**config.mk**
```make
export PLATFORM = sky130hd
export DESIGN_NAME = ibex_rf_write_sequencer_flat
export DESIGN_NICKNAME = d
export VERILOG_FILES = /design/src/rtl/ibex_rf_seq_pkg.sv /design/src/rtl/ibex_rf_write_sequencer_if.sv /design/src/rtl/ibex_rf_clear_counter.sv /design/src/rtl/ibex_rf_write_sequencer.sv /design/src/flat_wrapper.sv
export SDC_FILE = /design/constraint.sdc
export NUM_CORES = 1
export LEC_CHECK = 0
export ABC_AREA = 1
export CELL_PAD_IN_SITES_DETAIL_PLACEMENT = 0
export CELL_PAD_IN_SITES_GLOBAL_PLACEMENT = 1
export CORE_ASPECT_RATIO = 0.8
export CORE_MARGIN = 4
export CORE_UTILIZATION = 13
export DETAILED_ROUTE_END_ITERATION = 10
export PLACE_DENSITY_LB_ADDON = 0.2
export RECOVER_POWER = 50
export SLEW_MARGIN = 20
export SYNTH_ARGS = -nofsm -noshare
export SYNTH_HDL_FRONTEND = slang
export SYNTH_SLANG_ARGS = --single-unit
export TNS_END_PERCENT = 30
```
**constraint.sdc**
```tcl
create_clock -name clk_i -period 1.5 [get_ports clk_i]
set_input_delay 0.375 -clock clk_i [delete_from_list [all_inputs] [get_ports clk_i]]
set_output_delay 0.375 -clock clk_i [all_outputs]
set_load 0.01 [all_outputs]
```
**src/rtl/ibex_rf_seq_pkg.sv**
```systemverilog
// Shared types and helpers for the FPGA register-file write sequencer.
package ibex_rf_seq_pkg;

  localparam int unsigned RfAddrW  = 5;
  localparam int unsigned RfDataW  = 32;
  localparam int unsigned WaitCntW = 8;

  typedef enum logic [0:0] {
    RfSeqClear = 1'b0,
    RfSeqRun   = 1'b1
  } rf_seq_state_e;

  typedef struct packed {
    logic               we;
    logic [RfAddrW-1:0] addr;
    logic [RfDataW-1:0] wdata;
  } rf_wr_req_t;

  // Number of architectural registers for the selected ISA variant.
  function automatic int unsigned num_words(input bit rv32e);
    return rv32e ? 32'd16 : 32'd32;
  endfunction

endpackage

```
**src/rtl/ibex_rf_write_sequencer_if.sv**
```systemverilog
// Core writeback and secondary req/gnt requester signals of the RF write sequencer.
interface ibex_rf_write_sequencer_if #(
  parameter int unsigned DataWidth = 32
);

  logic                 wb_we_i;
  logic [4:0]           wb_waddr_i;
  logic [DataWidth-1:0] wb_wdata_i;
  logic                 wb_stall_o;

  logic                 sec_req_i;
  logic [4:0]           sec_addr_i;
  logic [DataWidth-1:0] sec_wdata_i;
  logic                 sec_gnt_o;
  logic                 sec_err_o;

  modport master (
    output wb_we_i, wb_waddr_i, wb_wdata_i, sec_req_i, sec_addr_i, sec_wdata_i,
    input  wb_stall_o, sec_gnt_o, sec_err_o
  );

  modport slave (
    input  wb_we_i, wb_waddr_i, wb_wdata_i, sec_req_i, sec_addr_i, sec_wdata_i,
    output wb_stall_o, sec_gnt_o, sec_err_o
  );

endinterface

```
**src/rtl/ibex_rf_clear_counter.sv**
```systemverilog
// Register index walker for the clear pass: 1 .. NumWords-1, register 0 skipped.
module ibex_rf_clear_counter
  import ibex_rf_seq_pkg::*;
#(
  parameter int unsigned NumWords = 32
) (
  input  logic               clk_i,
  input  logic               rst_ni,
  input  logic               en_i,
  input  logic               restart_i,
  output logic [RfAddrW-1:0] idx_o,
  output logic               done_c
);

  localparam logic [RfAddrW-1:0] LastIdx = RfAddrW'(NumWords - 1);

  logic [RfAddrW-1:0] idx_q, idx_d;

  // Next index: restart wins, wrap back to 1 after the last register.
  always_comb begin
    idx_d = idx_q;
    if (restart_i) begin
      idx_d = RfAddrW'(1);
    end else if (en_i) begin
      idx_d = done_c ? RfAddrW'(1) : idx_q + RfAddrW'(1);
    end
  end

  // Index register.
  always_ff @(posedge clk_i or negedge rst_ni) begin
    if (!rst_ni) begin
      idx_q <= RfAddrW'(1);
    end else begin
      idx_q <= idx_d;
    end
  end

  assign idx_o  = idx_q;
  assign done_c = (idx_q == LastIdx);

endmodule

```
**src/rtl/ibex_rf_write_sequencer.sv**
```systemverilog
// Owner of the FPGA register-file write port: clears every register after reset or
// on request, then arbitrates core writeback against a secondary req/gnt requester.
// Optional macro IBEX_RF_SEQ_FAIRNESS_EN adds a starvation counter that lets the
// secondary win over writeback after MaxWait ungranted cycles.
module ibex_rf_write_sequencer
  import ibex_rf_seq_pkg::*;
#(
  parameter bit                   RV32E       = 1'b0,
  parameter int unsigned          DataWidth   = RfDataW,
  parameter logic [DataWidth-1:0] WordZeroVal = '0,
  parameter int unsigned          MaxWait     = 8
) (
  input  logic                       clk_i,
  input  logic                       rst_ni,
  input  logic                       clear_req_i,
  output logic                       rf_ready_o,
  ibex_rf_write_sequencer_if.slave   bus,
  output logic                       rf_we_o,
  output logic [RfAddrW-1:0]         rf_waddr_o,
  output logic [DataWidth-1:0]       rf_wdata_o
);

  localparam int unsigned NumWords = num_words(RV32E);

  // Elaboration-time marker for an out-of-range starvation limit.
  if ((MaxWait < 1) || (MaxWait > 255)) begin : gen_max_wait_out_of_range
  end

  rf_seq_state_e      state_q, state_d;
  rf_wr_req_t         rf_wr;
  logic [RfAddrW-1:0] clr_idx;
  logic               clr_done;
  logic               sec_win;

`ifdef IBEX_RF_SEQ_FAIRNESS_EN
  logic [WaitCntW-1:0] wait_q, wait_d;
`endif

  ibex_rf_clear_counter #(
    .NumWords(NumWords)
  ) u_clear_counter (
    .clk_i    (clk_i),
    .rst_ni   (rst_ni),
    .en_i     (state_q == RfSeqClear),
    .restart_i(clear_req_i),
    .idx_o    (clr_idx),
    .done_c   (clr_done)
  );

  // Next state and combinational write-port arbitration.
  always_comb begin
    state_d        = state_q;
    rf_wr          = '0;
    rf_ready_o     = 1'b0;
    sec_win        = 1'b0;
    bus.sec_gnt_o  = 1'b0;
    bus.sec_err_o  = 1'b0;
    bus.wb_stall_o = 1'b0;
`ifdef IBEX_RF_SEQ_FAIRNESS_EN
    wait_d         = wait_q;
`endif
    case (state_q)
      RfSeqClear: begin
        // Hold the port quiet while reset is asserted.
        if (rst_ni) begin
          rf_wr.we    = 1'b1;
          rf_wr.addr  = clr_idx;
          rf_wr.wdata = RfDataW'(WordZeroVal);
        end
        if (!clear_req_i && clr_done) begin
          state_d = RfSeqRun;
        end
      end
      RfSeqRun: begin
        rf_ready_o = 1'b1;
`ifdef IBEX_RF_SEQ_FAIRNESS_EN
        sec_win = bus.sec_req_i &
                  (~bus.wb_we_i | (wait_q == WaitCntW'(MaxWait)));
        bus.wb_stall_o = bus.wb_we_i & sec_win;
        if (!bus.sec_req_i || sec_win) begin
          wait_d = '0;
        end else if (wait_q != {WaitCntW{1'b1}}) begin
          wait_d = wait_q + WaitCntW'(1);
        end
`else
        sec_win = bus.sec_req_i & ~bus.wb_we_i;
`endif
        if (sec_win) begin
          bus.sec_gnt_o = 1'b1;
          // Upper half of the index space does not exist in RV32E.
          if (RV32E && bus.sec_addr_i[4]) begin
            bus.sec_err_o = 1'b1;
          end else begin
            rf_wr.we    = 1'b1;
            rf_wr.addr  = bus.sec_addr_i;
            rf_wr.wdata = RfDataW'(bus.sec_wdata_i);
          end
        end else if (bus.wb_we_i) begin
          rf_wr.we    = 1'b1;
          rf_wr.addr  = bus.wb_waddr_i;
          rf_wr.wdata = RfDataW'(bus.wb_wdata_i);
        end
        if (clear_req_i) begin
          state_d = RfSeqClear;
        end
      end
      default: state_d = RfSeqClear;
    endcase
  end

  // State register.
  always_ff @(posedge clk_i or negedge rst_ni) begin
    if (!rst_ni) begin
      state_q <= RfSeqClear;
    end else begin
      state_q <= state_d;
    end
  end

`ifdef IBEX_RF_SEQ_FAIRNESS_EN
  // Secondary starvation counter.
  always_ff @(posedge clk_i or negedge rst_ni) begin
    if (!rst_ni) begin
      wait_q <= '0;
    end else begin
      wait_q <= wait_d;
    end
  end
`endif

  assign rf_we_o    = rf_wr.we;
  assign rf_waddr_o = rf_wr.addr;
  assign rf_wdata_o = DataWidth'(rf_wr.wdata);

endmodule

```
**src/flat_wrapper.sv**
```systemverilog
// flat-port wrapper written by rule: the top's interface ports become plain ports
module ibex_rf_write_sequencer_flat import ibex_rf_seq_pkg::*;
#(
  parameter bit                   RV32E       = 1'b0,
  parameter int unsigned          DataWidth   = RfDataW,
  parameter logic [DataWidth-1:0] WordZeroVal = '0,
  parameter int unsigned          MaxWait     = 8
)
  (clk_i, rst_ni, clear_req_i, rf_ready_o, rf_we_o, rf_waddr_o, rf_wdata_o, bus_wb_we_i, bus_wb_waddr_i, bus_wb_wdata_i, bus_sec_req_i, bus_sec_addr_i, bus_sec_wdata_i, bus_wb_stall_o, bus_sec_gnt_o, bus_sec_err_o);
  ibex_rf_write_sequencer_if #(.DataWidth(DataWidth)) bus_i ();
  input  logic clk_i;
  input  logic rst_ni;
  input  logic clear_req_i;
  output logic rf_ready_o;
  output logic rf_we_o;
  output logic [RfAddrW-1:0] rf_waddr_o;
  output logic [DataWidth-1:0] rf_wdata_o;
  input wire logic [$bits(bus_i.wb_we_i)-1:0] bus_wb_we_i;
  input wire logic [$bits(bus_i.wb_waddr_i)-1:0] bus_wb_waddr_i;
  input wire logic [$bits(bus_i.wb_wdata_i)-1:0] bus_wb_wdata_i;
  input wire logic [$bits(bus_i.sec_req_i)-1:0] bus_sec_req_i;
  input wire logic [$bits(bus_i.sec_addr_i)-1:0] bus_sec_addr_i;
  input wire logic [$bits(bus_i.sec_wdata_i)-1:0] bus_sec_wdata_i;
  output wire logic [$bits(bus_i.wb_stall_o)-1:0] bus_wb_stall_o;
  output wire logic [$bits(bus_i.sec_gnt_o)-1:0] bus_sec_gnt_o;
  output wire logic [$bits(bus_i.sec_err_o)-1:0] bus_sec_err_o;
  assign bus_i.wb_we_i = bus_wb_we_i;
  assign bus_i.wb_waddr_i = bus_wb_waddr_i;
  assign bus_i.wb_wdata_i = bus_wb_wdata_i;
  assign bus_i.sec_req_i = bus_sec_req_i;
  assign bus_i.sec_addr_i = bus_sec_addr_i;
  assign bus_i.sec_wdata_i = bus_sec_wdata_i;
  assign bus_wb_stall_o = bus_i.wb_stall_o;
  assign bus_sec_gnt_o = bus_i.sec_gnt_o;
  assign bus_sec_err_o = bus_i.sec_err_o;
  ibex_rf_write_sequencer #(.RV32E(RV32E), .DataWidth(DataWidth), .WordZeroVal(WordZeroVal), .MaxWait(MaxWait)) u_core (.clk_i(clk_i), .rst_ni(rst_ni), .clear_req_i(clear_req_i), .rf_ready_o(rf_ready_o), .bus(bus_i), .rf_we_o(rf_we_o), .rf_waddr_o(rf_waddr_o), .rf_wdata_o(rf_wdata_o));
endmodule
```
# --- Word level (Yosys, flattened, before mapping) ---
# Cells that the tools add are included.
totals:
  regBits: 6
  out_inout_bits: 42
op_classes:
  addsub: 1
  n_eq_ne: 2
  muxes: 13
  n_bitwise: 3
  reduce_logical: 2
op_table:
  columns: ["operator", "count"]
  rows:
  - ["38-bit two-way mux", 3]
  - ["38-bit case mux with 2 select lines", 1]
  - ["5-bit two-way mux", 3]
  - ["5-bit by 1-bit adder with 5-bit output, second input constant", 1]
  - ["5-bit == test, second input constant", 1]
  - ["1-bit two-way mux", 5]
  - ["2-bit inequality test, second input constant", 1]
  - ["1-bit NOT", 2]
  - ["1-bit case mux with 2 select lines", 1]
  - ["1-bit bitwise AND", 1]
  - ["1-bit logical AND", 1]
  - ["1-bit logical NOT", 1]

# --- Logic depth before layout (Yosys ltp) ---
depth:
  word_depth: 4
  mapped_depth: 9

# --- Cells and area by module ---
# From an unflattened synthesis, not the netlist that was laid out.
unflattened:
  cells_unflattened: 173
  hier_area_um2: 924.6
modules_own_cells:
  columns: ["module", "instances", "cells_per_inst", "area_each_um2", "seq_area_each_um2"]
  rows:
  - ["ibex_rf_write_sequencer", 1, 137, 651.9, 25.0]
  - ["ibex_rf_clear_counter", 1, 36, 272.8, 126.4]

# --- Worst setup path before layout ---
# Ideal clock, no wire load.
synth_timing:
  kind: "register to output"
  from: "register u_core.state_q"
  to: "output rf_wdata_o[10]"
  t_arrival_ns: 1.010
  slack_ns: 0.115
  stages_incl_launch_ff: 7
  n_path_buf: 2
  path_cell_list: "dfrtp_1 > nand2_1 > nor2_2 > buf_6 > buf_6 > nand2_1 > nand2_1"
synth_via:
  elab_chain_len: 2
synth_lines:
  columns: ["element", "line_no", "source"]
  rows:
  - ["from (decl)", "ibex_rf_write_sequencer.sv:29", "rf_seq_state_e state_q, state_d;"]
  - ["from (signal assigned)", "ibex_rf_write_sequencer.sv:114", "state_q <= RfSeqClear;"]
  - ["from (signal assigned)", "ibex_rf_write_sequencer.sv:116", "state_q <= state_d;"]
  - ["1-bit NOT", null, null]
  - ["38-bit case mux with 2 select lines (*)", "ibex_rf_write_sequencer.sv:62", "case (state_q)"]
  - ["to (decl)", "flat_wrapper.sv:17", "output logic [DataWidth-1:0] rf_wdata_o;"]
# Every way passes the cells marked *; elsewhere a longest branch is shown, timed or not.

# --- Worst setup path in the final report ---
layout_timing:
  from: "register u_core.state_q"
  to: "output rf_wdata_o[12]"
# Same word-level chain as after synthesis.

==> results.cfg <==
[logic_synthesis]
synth_cells = 167
yosysMostFrequentCell = nand2_1
ys_ff_latch = 6
yosysWarnings = 0
avgSynthCellArea_um2 = 5.07
synth_area_leaders = nand2_1, dfrtp_1, buf_6
synth_edf_count = 0
synth_area_um2 = 847
synth_top_area_share_pct = 51.8
synthArstFlopShare_pct = 100
yosysSeqAreaShare_pct = 17.9
synthTopCellsByCount = nand2_1, inv_1, nand3_1
yosys.cell_types.count = 18
synth_flop_cell = dfrtp_1
synth_top_area_cell = nand2_1

[route]
dr.pass1.iters = 4
routed-wl-met2_um = 2310
top_layer_used = met4
via_count = 1529
via_per_inst = 3.87
drtIter0Drc = 37
finalWirelength_um = 4810
detail-route-antenna-nets = 0
post_drt_wl_per_cell_um = 12.2
met1_length_um = 2100
post-route-drc-count = 0
wl_met3_um = 364

[worst_setup_path]
r2r_start = u_core.u_clear_counter.idx_o[0]
rr_endpoint = u_core.u_clear_counter.idx_o[1]
cp.required_ns = 1.12
startpoint = u_core.state_q
r2r_setup_slack_ns = -0.02
crit_end = rf_wdata_o[12]
cp-start-kind = register
critical_path_class = register to primary output
cp.arrival_ns = 1.41
crit_fanout = 7
r2r_cells = 10
end_kind = primary output

[timing]
holdWs_ns = 0.297
maxSlewViolCount = 0
period_share_pct = 119
fmax_mhz = 560
fin_ws_ns = -0.285
finalHoldViolCount = 0
timing.setup.tns_ns = -8.93
worst_clock_skew_ns = 0.00350
min_period_ns = 1.79
rsz0062_at_grt = yes
setup_viol = 41

[placement]
place_inst = 377
io_buffers = 118
place_hpwl_um = 3350
placed_area_um2 = 2210
place_congestion = 0.738
place_ws_ns = -0.859

[power_and_ir_drop]
leakagePower_uw = 0.00126
powerDensity_nw_per_um2 = 309
worst_ir_drop_vdd_mv = 0.408

[cts]
numCtsBuffers = 3
cts_buffer_depth = 2
clk_pin_slew_ns = 0.04
cts_tree = yes
clk_latency_ns = 0.23
htreeDepth = 1
clock_sinks = 6
cts-root-buf = clkbuf_8
cts_hold_repair.buffers = 0

[die]
fp.dieH_um = 80.2
fp.coreArea_um2 = 6340
start_util_pct = 13.4
die_w_um = 98.3
die_area_um2 = 7880
row_count = 26
ios = 121

[layout]
drive_gt1_share_pct = 34.1
diodes = 0
stdcell_count = 395
area_growth_pct = 187
fillers = 696
final_area_um2 = 2430
fin_nets = 393

[grt]
grt_pass1_wl_um = 6930
grt_pass1_vias = 1455
antenna_found_initial = 0
grt.total_usage_pct = 10.9
grt_max_degree = 15
overflow = 0

[status]
violations = negative setup slack
outcome = finished, violations left

[hold_path]
hold_class = primary input to asynchronous set/reset pin

[job]
drv_cap = 0
-- critical path: stages, from the launching register on --
cell     delay, ns
dfrtp_1       0.40
nand2_2       0.10
nor2_4        0.11
buf_6         0.11
buf_8         0.12
buf_16        0.14
nand2_2       0.04
nand2_1       0.05
buf_2         0.12
-- routing by layer --
metal  up-vias  global-route usage (%)
li1        796                       -
met1       665                    13.7
met2        64                    18.5
met3         4                    3.99
met4         0                    1.64
met5         -                       0
-- metrics by stage --
step | utilization, % | power, µW
2_1_floorplan | - | 230
3_3_place_gp | 34.9 | 482
3_5_place_dp | 34.9 | 482
4_1_cts | 36.5 | 742
5_1_grt | 38.4 | 792
6_report | 38.4 | 752
-- final cells by class --
| type | instances | area, µm² | area share (%) |
|---|---|---|---|
| Multi-Input combinational cell | 144 | 714 | 29.3 |
| Clock buffer | 4 | 45.0 | 1.85 |
| Sequential cell | 6 | 151 | 6.22 |
| Tap cell | 84 | 105 | 4.32 |
| Timing Repair Buffer | 148 | 1390 | 56.9 |
| Inverter | 9 | 33.8 | 1.39 |
-- how the worst min path moves through the flow --
stage	startpoint	endpoint	slack (ns)	cells past startpoint
global placement	u_core.u_clear_counter.idx_o[0]	u_core.u_clear_counter.idx_o[0]	0.54	2
detailed placement	u_core.u_clear_counter.idx_o[0]	u_core.u_clear_counter.idx_o[0]	0.55	2
global route	rst_ni	u_core.u_clear_counter.idx_o[2]	0.34	2
floorplan	rst_ni	u_core.state_q	0.08	0
finish	rst_ni	u_core.u_clear_counter.idx_o[1]	0.30	2
CTS	rst_ni	u_core.u_clear_counter.idx_o[1]	0.21	2
-- state kept, by name (all words and copies together), names as in the netlist --
name	count
u_core.u_clear_counter.idx_o	5
u_core.state_q	1
-- logic make-up after synthesis --
group           count (synthesis)  synth area share (%)
compound gates                  9                  6.50
xor+xnor                        1                  1.03
fa+ha+maj                       2                  2.95
buf+inv                        18                  12.1
flops                           6                  17.9
other cells                     1                 0.443
simple gates                  130                  59.1
-- report_power, final --
group	total [µW]	internal (µW)	switching (µW)
Combinational	310	222	88.0
Sequential	181	175	6.16
Clock	261	183	77.7
Total	752	580	172
-- what timing repair did --
item | 4_1_cts | 5_1_grt
resized for setup | 179 | 39
buffers inserted | 9 | 2
pin swaps | 5 | 9
cloned | 4 | 0
endpoints found under the setup margin | 43 | 44
-- placed cells by master (no fill, tap or decap), types with 3 or more instances in the layout --
cell             count
buf_16               4
buf_2               30
buf_4               18
buf_6               11
clkbuf_8             3
clkdlybuf4s15_2      3
clkdlybuf4s50_1     75
dfrtp_1              5
inv_1                8
nand2_1             91
nand2_2             21
nand2_4              5
nand3_1              5
nor2_1               4
o211ai_1             4
o21ai_0              3
Power figures use the tool's default switching activity.
